===== config.mk =====
export PLATFORM = sky130hd
export DESIGN_NAME = msi_write_scheduler_flat
export DESIGN_NICKNAME = d
export VERILOG_FILES = /design/src/rtl/msi_write_scheduler_pkg.sv /design/src/rtl/msi_write_scheduler_if.sv /design/src/rtl/msi_rr_picker.sv /design/src/rtl/msi_write_scheduler.sv /design/src/flat_wrapper.sv
export SDC_FILE = /design/constraint.sdc
export NUM_CORES = 1
export LEC_CHECK = 0
export CORE_UTILIZATION = 30
export CTS_BUF_LIST = sky130_fd_sc_hd__clkbuf_8
export DETAILED_ROUTE_END_ITERATION = 10
export PLACE_DENSITY = 0.81
export SYNTH_ARGS = -nofsm -noshare
export SYNTH_HDL_FRONTEND = slang
export SYNTH_SLANG_ARGS = --single-unit

===== constraint.sdc =====
create_clock -name clk_i -period 7.6 [get_ports clk_i]
set_input_delay 1.52 -clock clk_i [delete_from_list [all_inputs] [get_ports clk_i]]
set_output_delay 1.52 -clock clk_i [all_outputs]
set_load 0.03 [all_outputs]

===== src/rtl/msi_write_scheduler_pkg.sv =====
// Shared SoC constants for the IMSIC window and the MSI write scheduler state encoding.
package msi_write_scheduler_pkg;

  localparam logic [63:0] IMSICBase       = 64'h2400_0000;
  localparam logic [63:0] IMSICLength     = 64'h0000_4000;
  localparam int unsigned NrIntpFiles     = 3;
  localparam int unsigned NrSourcesW      = 5;
  localparam logic [63:0] ImsicFileStride = 64'h1000;
  localparam int unsigned DefaultNrReq    = 3;

  typedef enum logic [1:0] {
    IDLE,
    ISSUE,
    RESP,
    DONE
  } sched_state_t;

endpackage


===== src/rtl/msi_write_scheduler_if.sv =====
// Requester handshake plus AXI-style AW/W/B channels seen by the MSI write scheduler.
interface msi_write_scheduler_if #(
  parameter int unsigned NrReq      = msi_write_scheduler_pkg::DefaultNrReq,
  parameter int unsigned FileW      = 2,
  parameter int unsigned NrSourcesW = msi_write_scheduler_pkg::NrSourcesW
);
  logic [NrReq-1:0]                  req_valid_i;
  logic [NrReq-1:0]                  req_ready_o;
  logic [NrReq-1:0][FileW-1:0]       req_file_i;
  logic [NrReq-1:0][NrSourcesW-1:0]  req_eiid_i;
  logic [NrReq-1:0]                  done_o;
  logic [NrReq-1:0]                  err_o;
  logic                              aw_valid_o;
  logic                              aw_ready_i;
  logic [63:0]                       aw_addr_o;
  logic                              w_valid_o;
  logic                              w_ready_i;
  logic [31:0]                       w_data_o;
  logic [3:0]                        w_strb_o;
  logic                              b_valid_i;
  logic                              b_ready_o;
  logic [1:0]                        b_resp_i;
  logic                              busy_o;

  // master: the scheduler; slave: requesters plus crossbar
  modport master (
    input  req_valid_i, req_file_i, req_eiid_i, aw_ready_i, w_ready_i, b_valid_i, b_resp_i,
    output req_ready_o, done_o, err_o, aw_valid_o, aw_addr_o, w_valid_o, w_data_o, w_strb_o,
           b_ready_o, busy_o
  );

  modport slave (
    output req_valid_i, req_file_i, req_eiid_i, aw_ready_i, w_ready_i, b_valid_i, b_resp_i,
    input  req_ready_o, done_o, err_o, aw_valid_o, aw_addr_o, w_valid_o, w_data_o, w_strb_o,
           b_ready_o, busy_o
  );
endinterface


===== src/rtl/msi_rr_picker.sv =====
// Combinational round-robin picker: first requester after last (mod NrReq) wins.
module msi_rr_picker #(
  parameter int unsigned NrReq = 3,
  localparam int unsigned IdxW = (NrReq > 1) ? $clog2(NrReq) : 1
) (
  input  logic [NrReq-1:0] req,
  input  logic [IdxW-1:0]  last,
  output logic [NrReq-1:0] gnt,
  output logic [IdxW-1:0]  idx
);
  logic found;

  always_comb begin
    found = 1'b0;
    idx   = '0;
    for (int k = 1; k <= int'(NrReq); k++) begin
      if (!found && req[(int'(last) + k) % int'(NrReq)]) begin
        found = 1'b1;
        idx   = IdxW'((int'(last) + k) % int'(NrReq));
      end
    end
  end

  for (genvar gi = 0; gi < int'(NrReq); gi++) begin : g_gnt
    assign gnt[gi] = found && (idx == IdxW'(gi));
  end

endmodule


===== src/rtl/msi_write_scheduler.sv =====
// Serialises MSI requests into single 32-bit writes to the IMSIC seteipnum_le registers.
module msi_write_scheduler
  import msi_write_scheduler_pkg::*;
#(
  parameter int unsigned NrReq       = msi_write_scheduler_pkg::DefaultNrReq,
  parameter int unsigned NrIntpFiles = msi_write_scheduler_pkg::NrIntpFiles,
  parameter int unsigned FileW       = $clog2(NrIntpFiles),
  parameter int unsigned NrSourcesW  = msi_write_scheduler_pkg::NrSourcesW,
  parameter logic [63:0] ImsicBase   = msi_write_scheduler_pkg::IMSICBase,
  parameter logic [63:0] FileStride  = msi_write_scheduler_pkg::ImsicFileStride
) (
  input logic                  clk_i,
  input logic                  rst_i,
  msi_write_scheduler_if.master bus
);
  localparam int unsigned IdxW = (NrReq > 1) ? $clog2(NrReq) : 1;

  sched_state_t    state_reg, state_next;
  logic [IdxW-1:0] last_reg, last_next;
  logic [IdxW-1:0] gnt_idx_reg, gnt_idx_next;
  logic [63:0]     addr_reg, addr_next;
  logic [31:0]     data_reg, data_next;
  logic            err_reg, err_next;
  logic            aw_valid_reg, aw_valid_next;
  logic            w_valid_reg, w_valid_next;

  logic [NrReq-1:0]      pick_gnt;
  logic [IdxW-1:0]       pick_idx;
  logic [NrReq-1:0]      req_ready;
  logic [FileW-1:0]      sel_file;
  logic [NrSourcesW-1:0] sel_eiid;

  msi_rr_picker #(.NrReq(NrReq)) u_picker (
    .req  (bus.req_valid_i),
    .last (last_reg),
    .gnt  (pick_gnt),
    .idx  (pick_idx)
  );

  assign sel_file = bus.req_file_i[pick_idx];
  assign sel_eiid = bus.req_eiid_i[pick_idx];

  always_ff @(posedge clk_i or posedge rst_i) begin
    if (rst_i) begin
      state_reg    <= IDLE;
      last_reg     <= IdxW'(NrReq - 1);
      gnt_idx_reg  <= '0;
      addr_reg     <= '0;
      data_reg     <= '0;
      err_reg      <= 1'b0;
      aw_valid_reg <= 1'b0;
      w_valid_reg  <= 1'b0;
    end else begin
      state_reg    <= state_next;
      last_reg     <= last_next;
      gnt_idx_reg  <= gnt_idx_next;
      addr_reg     <= addr_next;
      data_reg     <= data_next;
      err_reg      <= err_next;
      aw_valid_reg <= aw_valid_next;
      w_valid_reg  <= w_valid_next;
    end
  end

  always_comb begin
    state_next    = state_reg;
    last_next     = last_reg;
    gnt_idx_next  = gnt_idx_reg;
    addr_next     = addr_reg;
    data_next     = data_reg;
    err_next      = err_reg;
    aw_valid_next = aw_valid_reg;
    w_valid_next  = w_valid_reg;
    req_ready     = '0;

    case (state_reg)
      IDLE: begin
        if (|bus.req_valid_i) begin
          req_ready    = pick_gnt;
          last_next    = pick_idx;
          gnt_idx_next = pick_idx;
          addr_next    = ImsicBase + 64'(sel_file) * FileStride;
          data_next    = 32'(sel_eiid);
          // Malformed requests complete with an error and never reach the bus
          if ((int'(sel_file) < int'(NrIntpFiles)) && (sel_eiid != '0)) begin
            err_next      = 1'b0;
            aw_valid_next = 1'b1;
            w_valid_next  = 1'b1;
            state_next    = ISSUE;
          end else begin
            err_next   = 1'b1;
            state_next = DONE;
          end
        end
      end
      ISSUE: begin
        if (bus.aw_ready_i) aw_valid_next = 1'b0;
        if (bus.w_ready_i)  w_valid_next  = 1'b0;
        if ((!aw_valid_reg || bus.aw_ready_i) && (!w_valid_reg || bus.w_ready_i)) begin
          state_next = RESP;
        end
      end
      RESP: begin
        if (bus.b_valid_i) begin
          err_next   = (bus.b_resp_i >= 2'b10);
          state_next = DONE;
        end
      end
      DONE: begin
        state_next = IDLE;
      end
      default: begin
        state_next = IDLE;
      end
    endcase
  end

  // The grant is combinational, so mask it while reset holds the FSM in IDLE
  assign bus.req_ready_o = rst_i ? '0 : req_ready;

  for (genvar gi = 0; gi < int'(NrReq); gi++) begin : g_done
    assign bus.done_o[gi] = (state_reg == DONE) && (gnt_idx_reg == IdxW'(gi));
    assign bus.err_o[gi]  = bus.done_o[gi] && err_reg;
  end

  assign bus.aw_valid_o = aw_valid_reg;
  assign bus.aw_addr_o  = aw_valid_reg ? addr_reg : '0;
  assign bus.w_valid_o  = w_valid_reg;
  assign bus.w_data_o   = w_valid_reg ? data_reg : '0;
  assign bus.w_strb_o   = w_valid_reg ? 4'hF : 4'h0;
  assign bus.b_ready_o  = (state_reg == RESP);
  assign bus.busy_o     = (state_reg != IDLE);

endmodule


===== src/flat_wrapper.sv =====
// flat-port wrapper written by rule: the top's interface ports become plain ports
module msi_write_scheduler_flat import msi_write_scheduler_pkg::*;
#(
  parameter int unsigned NrReq       = msi_write_scheduler_pkg::DefaultNrReq,
  parameter int unsigned NrIntpFiles = msi_write_scheduler_pkg::NrIntpFiles,
  parameter int unsigned FileW       = $clog2(NrIntpFiles),
  parameter int unsigned NrSourcesW  = msi_write_scheduler_pkg::NrSourcesW,
  parameter logic [63:0] ImsicBase   = msi_write_scheduler_pkg::IMSICBase,
  parameter logic [63:0] FileStride  = msi_write_scheduler_pkg::ImsicFileStride
)
  (clk_i, rst_i, bus_req_valid_i, bus_req_file_i, bus_req_eiid_i, bus_aw_ready_i, bus_w_ready_i, bus_b_valid_i, bus_b_resp_i, bus_req_ready_o, bus_done_o, bus_err_o, bus_aw_valid_o, bus_aw_addr_o, bus_w_valid_o, bus_w_data_o, bus_w_strb_o, bus_b_ready_o, bus_busy_o);
  msi_write_scheduler_if #(.NrReq(NrReq), .FileW(FileW), .NrSourcesW(NrSourcesW)) bus_i ();
  input logic clk_i;
  input logic rst_i;
  input wire logic [$bits(bus_i.req_valid_i)-1:0] bus_req_valid_i;
  input wire logic [$bits(bus_i.req_file_i)-1:0] bus_req_file_i;
  input wire logic [$bits(bus_i.req_eiid_i)-1:0] bus_req_eiid_i;
  input wire logic [$bits(bus_i.aw_ready_i)-1:0] bus_aw_ready_i;
  input wire logic [$bits(bus_i.w_ready_i)-1:0] bus_w_ready_i;
  input wire logic [$bits(bus_i.b_valid_i)-1:0] bus_b_valid_i;
  input wire logic [$bits(bus_i.b_resp_i)-1:0] bus_b_resp_i;
  output wire logic [$bits(bus_i.req_ready_o)-1:0] bus_req_ready_o;
  output wire logic [$bits(bus_i.done_o)-1:0] bus_done_o;
  output wire logic [$bits(bus_i.err_o)-1:0] bus_err_o;
  output wire logic [$bits(bus_i.aw_valid_o)-1:0] bus_aw_valid_o;
  output wire logic [$bits(bus_i.aw_addr_o)-1:0] bus_aw_addr_o;
  output wire logic [$bits(bus_i.w_valid_o)-1:0] bus_w_valid_o;
  output wire logic [$bits(bus_i.w_data_o)-1:0] bus_w_data_o;
  output wire logic [$bits(bus_i.w_strb_o)-1:0] bus_w_strb_o;
  output wire logic [$bits(bus_i.b_ready_o)-1:0] bus_b_ready_o;
  output wire logic [$bits(bus_i.busy_o)-1:0] bus_busy_o;
  assign bus_i.req_valid_i = bus_req_valid_i;
  assign bus_i.req_file_i = bus_req_file_i;
  assign bus_i.req_eiid_i = bus_req_eiid_i;
  assign bus_i.aw_ready_i = bus_aw_ready_i;
  assign bus_i.w_ready_i = bus_w_ready_i;
  assign bus_i.b_valid_i = bus_b_valid_i;
  assign bus_i.b_resp_i = bus_b_resp_i;
  assign bus_req_ready_o = bus_i.req_ready_o;
  assign bus_done_o = bus_i.done_o;
  assign bus_err_o = bus_i.err_o;
  assign bus_aw_valid_o = bus_i.aw_valid_o;
  assign bus_aw_addr_o = bus_i.aw_addr_o;
  assign bus_w_valid_o = bus_i.w_valid_o;
  assign bus_w_data_o = bus_i.w_data_o;
  assign bus_w_strb_o = bus_i.w_strb_o;
  assign bus_b_ready_o = bus_i.b_ready_o;
  assign bus_busy_o = bus_i.busy_o;
  msi_write_scheduler #(.NrReq(NrReq), .NrIntpFiles(NrIntpFiles), .FileW(FileW), .NrSourcesW(NrSourcesW), .ImsicBase(ImsicBase), .FileStride(FileStride)) u_core (.clk_i(clk_i), .rst_i(rst_i), .bus(bus_i));
endmodule

==> summary.md, run 1 <==
| Metric | Value |
|---|---|
| Run status | `finished, final reports clean` |
| FILL cells | `around 720` |
| Post-route ant nets | `0` |
| Cts hold-fix bufs | `0` |
| Top area cells in the synthesized netlist | `buf_4, dfrtp_1, ha_1, and2_1, nand2_1` |
| Tcrit/Tclk final | `between 70% and 80%` |
| Post-cts resize count | `0` |
| Clock Tree Root | `clkbuf_8` |
| Ports | `approximately 140` |
| Hold Startpoint | `u_core.addr_reg[26]$_DFFE_PP0P_` |
| Vias per cell | `roughly 4.1` |
| Critical path type | `primary input to output port` |
| Pleak | `0.00112 uW` |
| CP max stage cell | `o31ai_1` |
| Max-slew headroom | `a little under two fifths` |
| Mapped Cells | `around 270` |
| Synth cell types | `50` |
| Data arrival time of the worst path | `4.40 ns` |
| Worst min path class | `flip-flop to flip-flop` |
| Clk_lat worst skew | `0.25 ns` |
| H-tree depth | `1` |
| Slew @ Worst Pin | `around 0.9 ns` |
| CTS sink count | `16` |
| Initial antenna violation count | `0` |
| Largest net degree at the start of global routing | `20` |
| Final hold vios | `0` |
| Post-synth EDFFs | `0` |
| R2R cell count | `10` |
| Top-count cell post-synth | `buf_4` |
| Wire length per cell | `10.8 um` |
| Sequential area share after synthesis | `a little under a fifth` |
| Setup TNS | `0 ns` |
| Worst R2R Setup Slack | `around 3.8 ns` |
| CTS Buffer Depth | `2` |
| Post-Route Skew | `0.00321 ns` |
| Crit path top cell by count | `clkdlybuf4s50_1` |
| Worst r2r dst | `u_core.bus.w_valid_o$_DFFE_PP0P_` |
| Power per Cell Area | `~380 nW/um2` |
| Ys Warns | `0` |
| Worst vdd ir | `around 0.11 mV` |
| Vias | `approximately 1,700` |
| RR Startpoint | `u_core.gnt_idx_reg[0]$_DFFE_PP0P_` |
| Post-synth ARST share | `100%` |
| Cells along the critical path | `clkdlybuf4s50_1 > nor2b_1 > a21oi_1 > o31ai_1 > or2_2 > nor3_1 > clkdlybuf4s50_1` |
| ANT cells | `0` |
| CTS tree | `yes` |
| Area Growth Syn to Fin | `15.1%` |
| GRT overflow | `0` |
| Chip width | `86.0 um` |
| F_max | `~170 MHz` |
| Drc violations | `0` |
| Initial DRC count | `between 40 and 50` |
| Hold Path Depth | `1` |
| Initial Utilization | `about 31%` |
| Post-synth top cells | `buf_4, nand2_1, dfrtp_1, and2_1, o21ai_0` |
| Worst hold endpoint | `u_core.addr_reg[26]$_DFFE_PP0P_` |
| Slew Limit Fails | `0` |
| IO Port Bufs | `55` |
| CP required | `about 6.1 ns` |
| First-pass GRT wire length | `around 6900 um` |
| Post-synth top area share | `about a third` |
| Worst Path Max Fanout | `13` |
| Final Cell Area | `2440 um2` |
| Pre-Repair DR Iteration Count | `4` |
| RSZ-0062 raised after global routing | `false` |
| Chip Height | `86.0 um` |
| Row Count | `30` |
| Vias in the first global route | `~1,500` |
| Fin crit period | `about 5.9 ns` |
| Clock transition at path regs | `approximately 0.060 ns` |
| Post-Syn Area per Cell | `7.99 um2` |
| Final setup fails | `0` |
| Max cap viols | `0` |
| Post-Syn Area | `~2100 um2` |
| Nets | `between 300 and 400` |
| Die area | `roughly 7400 um2` |
| CP peak stage delay | `approximately 0.76 ns` |
| Dpl cell area | `approximately 2400 um2` |
| Final wirelength | `~4400 um` |
| Primary FF master, synth | `dfrtp_1` |
| Final GP Congestion | `between 0.8 and 0.9` |
| Cts bufs inserted | `3` |
| Core Region | `~6800 um2` |
| Yosys reg bits | `16` |
| Setup bufs post-CTS | `0` |
| GRT Total Usage | `roughly 12%` |
| Layout cells sized above 1 | `under 10%` |
| Top cell type by total area after synthesis | `buf_4` |
| Crit path launch type | `primary input` |
| HPWL after detailed placement | `roughly 3600 um` |
| Setup crit end kind | `output port` |
| Max reg flops | `5` |
==> power breakdown <==
part	internal, uW	switching [uW]	total (uW)	leakage [uW]
Clock	45.9	29.1	75.1	0.0000288
Sequential	126	34.0	160	0.000188
Combinational	274	426	699	0.000906
Total	446	489	934	0.00112
==> cells in the final DEF, fill, tap and decap left out, types with 2 or more instances in the layout <==
cell	n
nor2b_1	3
and3_1	2
a31oi_1	3
conb_1	87
a21boi_0	2
o211ai_1	7
o22ai_1	2
inv_1	10
o21ai_0	11
nor2_1	6
mux2_2	2
o32a_1	2
nand3b_1	3
ha_1	8
mux2i_1	6
nand2_1	20
a21oi_1	9
and2_1	14
nand2b_1	5
clkdlybuf4s50_1	55
o31ai_1	2
a211o_1	2
nor3_1	3
clkbuf_8	4
nor3b_1	3
dfrtp_1	15
==> worst max-delay path, delay by kind of cell <==
family | cells | cell delay, ns
AOI/OAI and AO/OA | 2 | 0.84
buffers and inverters | 2 | 1.21
and+or+nand+nor | 3 | 0.82
==> per-stage QoR <==
step                      setup slack, ns  hold slack [ns]  util, %  power [uW]  instances
after floorplan                      2.66            0.426        -         722        351
after global placement               1.80            0.443     35.1         844        401
after detailed placement             1.74            0.456     35.1         861        401
after CTS                            1.74            0.476     35.9         941        405
after global routing                 1.48            0.511     35.9        1010        405
final                                1.68            0.471     35.9         934        405
==> per-layer routing <==
metal	routed length (um)	global-route usage (%)	vias up	part of all wire [%]
met1	1830	13.2	768	42
li1	-	-	810	-
met3	287	2.50	2	6.5
met2	2260	22.1	84	51
met4	10	2.27	0	0.23
met5	0	0	-	0
==> cell families after synthesis <==
family | Yosys count | synth area share [%]
AOI/OAI and AO/OA | 52 | 17.0
adders and majority gates | 8 | 4.73
buffers and inverters | 112 | 36.9
DFF | 16 | 19.0
muxes | 8 | 3.90
other | 1 | 0.177
and+or+nand+nor | 68 | 18.3
==> worst max path at each step <==
stage,slack (ns),end,cells past startpoint,from
global placement,1.80,bus_req_ready_o[0],7,bus_req_valid_i[1]
floorplan,2.66,bus_req_ready_o[0],8,bus_req_valid_i[2]
CTS,1.74,bus_req_ready_o[0],7,bus_req_valid_i[1]
finish,1.68,bus_req_ready_o[0],7,bus_req_valid_i[1]
detailed placement,1.74,bus_req_ready_o[0],7,bus_req_valid_i[1]
global route,1.48,bus_req_ready_o[0],7,bus_req_valid_i[1]
==> area by class of cell <==
type	instances	area, um2	share of cell area, %
multi-input cells	223	1260	51.9
repair buffers	56	558	22.9
flip-flops and latches	16	402	16.5
well taps	96	120	4.93
clock buffers	4	55.1	2.26
inverters	10	37.5	1.54
(Power assumes the default switching activity.)
==> run 2: changes to the inputs <==
PLACE_DENSITY = 0.84   (was 0.81)
clock period = 5.3 ns   (was 7.6 ns; I/O delays follow)
==> summary.md, run 2 (synthesis results as in run 1) <==
| Metric | Value |
|---|---|
| CTS sink count | `16` |
| Clock transition at path regs | `0.07 ns` |
| Post-route ant nets | `0` |
| Cts bufs inserted | `3` |
| Setup TNS | `0 ns` |
| Pre-Repair DR Iteration Count | `4` |
| Layout cells sized above 1 | `under 10%` |
| Tcrit/Tclk final | `roughly nine tenths` |
| GRT Total Usage | `between 10% and 20%` |
| Slew Limit Fails | `0` |
| Post-Route Skew | `approximately 0.0054 ns` |
| Power per Cell Area | `555 nW/um2` |
| Hold Path Depth | `1` |
| Area Growth Syn to Fin | `16.1%` |
| RSZ-0062 raised after global routing | `false` |
| Data arrival time of the worst path | `roughly 3.8 ns` |
| Critical path type | `primary input to output port` |
| Final wirelength | `around 4500 um` |
| Most common cell after layout, fill and taps aside | `conb_1` |
| ANT cells | `0` |
| Crit path launch type | `primary input` |
| Clk_lat worst skew | `about 0.25 ns` |
| Chip Height | `approximately 86 um` |
| Slew @ Worst Pin | `~0.6 ns` |
| Max-slew headroom | `58.8%` |
| CTS Buffer Depth | `2` |
| Run status | `finished, final reports clean` |
| Hold Startpoint | `u_core.addr_reg[26]$_DFFE_PP0P_` |
| Dpl cell area | `around 2400 um2` |
| RR Startpoint | `u_core.gnt_idx_reg[0]$_DFFE_PP0P_` |
| Post-cts resize count | `0` |
| Initial antenna violation count | `0` |
| Fin crit period | `~4.8 ns` |
| Worst R2R Setup Slack | `roughly 1.7 ns` |
| Worst min path class | `flip-flop to flip-flop` |
| Core Region | `between 6000 and 7000 um2` |
| Nets | `roughly 350` |
| Final Cell Area | `between 2000 and 2500 um2` |
| H-tree depth | `1` |
| CTS tree | `yes` |
| Pleak | `0.00114 uW` |
| First-pass GRT wire length | `approximately 7000 um` |
| Vias per cell | `about 4.2` |
| Max cap viols | `0` |
| Vias | `1,699` |
| Setup crit end kind | `output port` |
| Clock Tree Root | `clkbuf_8` |
| Worst r2r dst | `u_core.bus.w_valid_o$_DFFE_PP0P_` |
| Row Count | `30` |
| Largest net degree at the start of global routing | `19` |
| Vias in the first global route | `about 1,500` |
| Initial DRC count | `46` |
| Final GP Congestion | `around 0.75` |
| Worst hold endpoint | `u_core.addr_reg[26]$_DFFE_PP0P_` |
| Power after layout | `1370 uW` |
| Die area | `about 7400 um2` |
| Final setup fails | `0` |
| HPWL after detailed placement | `roughly 3700 um` |
| GRT overflow | `0` |
| Wire length per cell | `11.1 um` |
| Commonest cells after routing, fill and taps aside | `conb_1, clkdlybuf4s50_1, nand2_1, dfrtp_1, and2_1` |
| Ports | `approximately 140` |
| Cts hold-fix bufs | `0` |
| Max reg flops | `5` |
| Final hold vios | `0` |
| Chip width | `~86 um` |
| Worst vdd ir | `between 0.1 and 0.15 mV` |
| Worst Path Max Fanout | `13` |
| F_max | `between 200 and 250 MHz` |
| Initial Utilization | `between 30% and 40%` |
| Setup bufs post-CTS | `0` |
| IO Port Bufs | `between 50 and 60` |
| Finished Layout Cells | `around 400` |
| CP required | `4.24 ns` |
| R2R cell count | `11` |
| Drc violations | `0` |
| Post-Place Cells | `between 400 and 500` |
## run 2: cell types whose count changed in the layout (fill, tap and decap cells not counted)
cell / previous run / this run
buf_4: 1 / 4
## run 2: layout make-up
type	count	area, um2
Clock buffer	4	55.1
Timing Repair Buffer	59	581
Fill cell	697	4330
Tap cell	96	120
Inverter	10	37.5
Multi-Input combinational cell	223	1260
Sequential cell	16	402
## run 2: how the worst max path moves through the flow
| stage | start | end | slack, ns | depth (start not counted) |
|---|---|---|---|---|
| 2_1_floorplan | bus_req_valid_i[2] | bus_req_ready_o[0] | 1.28 | 8 |
| 3_3_place_gp | bus_req_valid_i[1] | bus_req_ready_o[0] | 0.55 | 7 |
| 3_5_place_dp | bus_req_valid_i[1] | bus_req_ready_o[0] | 0.50 | 7 |
| 4_1_cts | bus_req_valid_i[1] | bus_req_ready_o[0] | 0.49 | 7 |
| 5_1_grt | bus_req_valid_i[1] | bus_req_ready_o[0] | 0.38 | 7 |
| 6_report | bus_req_valid_i[1] | bus_req_ready_o[0] | 0.48 | 7 |
## run 2: critical path, stage by stage
cell and delay (ns):
clkdlybuf4s50_1 0.60, mux2i_1 0.12, a2bb2oi_1 0.18, and4_1 0.31, or2_2 0.46, nor3_1 0.30, clkdlybuf4s50_1 0.72
## run 2: metrics by stage
stage / hold WS [ns] / util [%] / setup slack (ns)
2_1_floorplan: 0.426 / - / 1.28
3_3_place_gp: 0.444 / 35.4 / 0.547
3_5_place_dp: 0.447 / 35.4 / 0.503
4_1_cts: 0.467 / 36.2 / 0.493
5_1_grt: 0.485 / 36.2 / 0.383
6_report: 0.466 / 36.2 / 0.478
## run 2: routing by layer
metal	track usage [%]	part of all wire, %
met5	0	0
met4	3.33	1.2
met3	1.15	6.6
met1	14.6	42
met2	21.9	50
## run 2: report_power, final
part,internal [uW],switching [uW]
sequential,181,49.1
clock,65.8,41.2
combinational,407,621
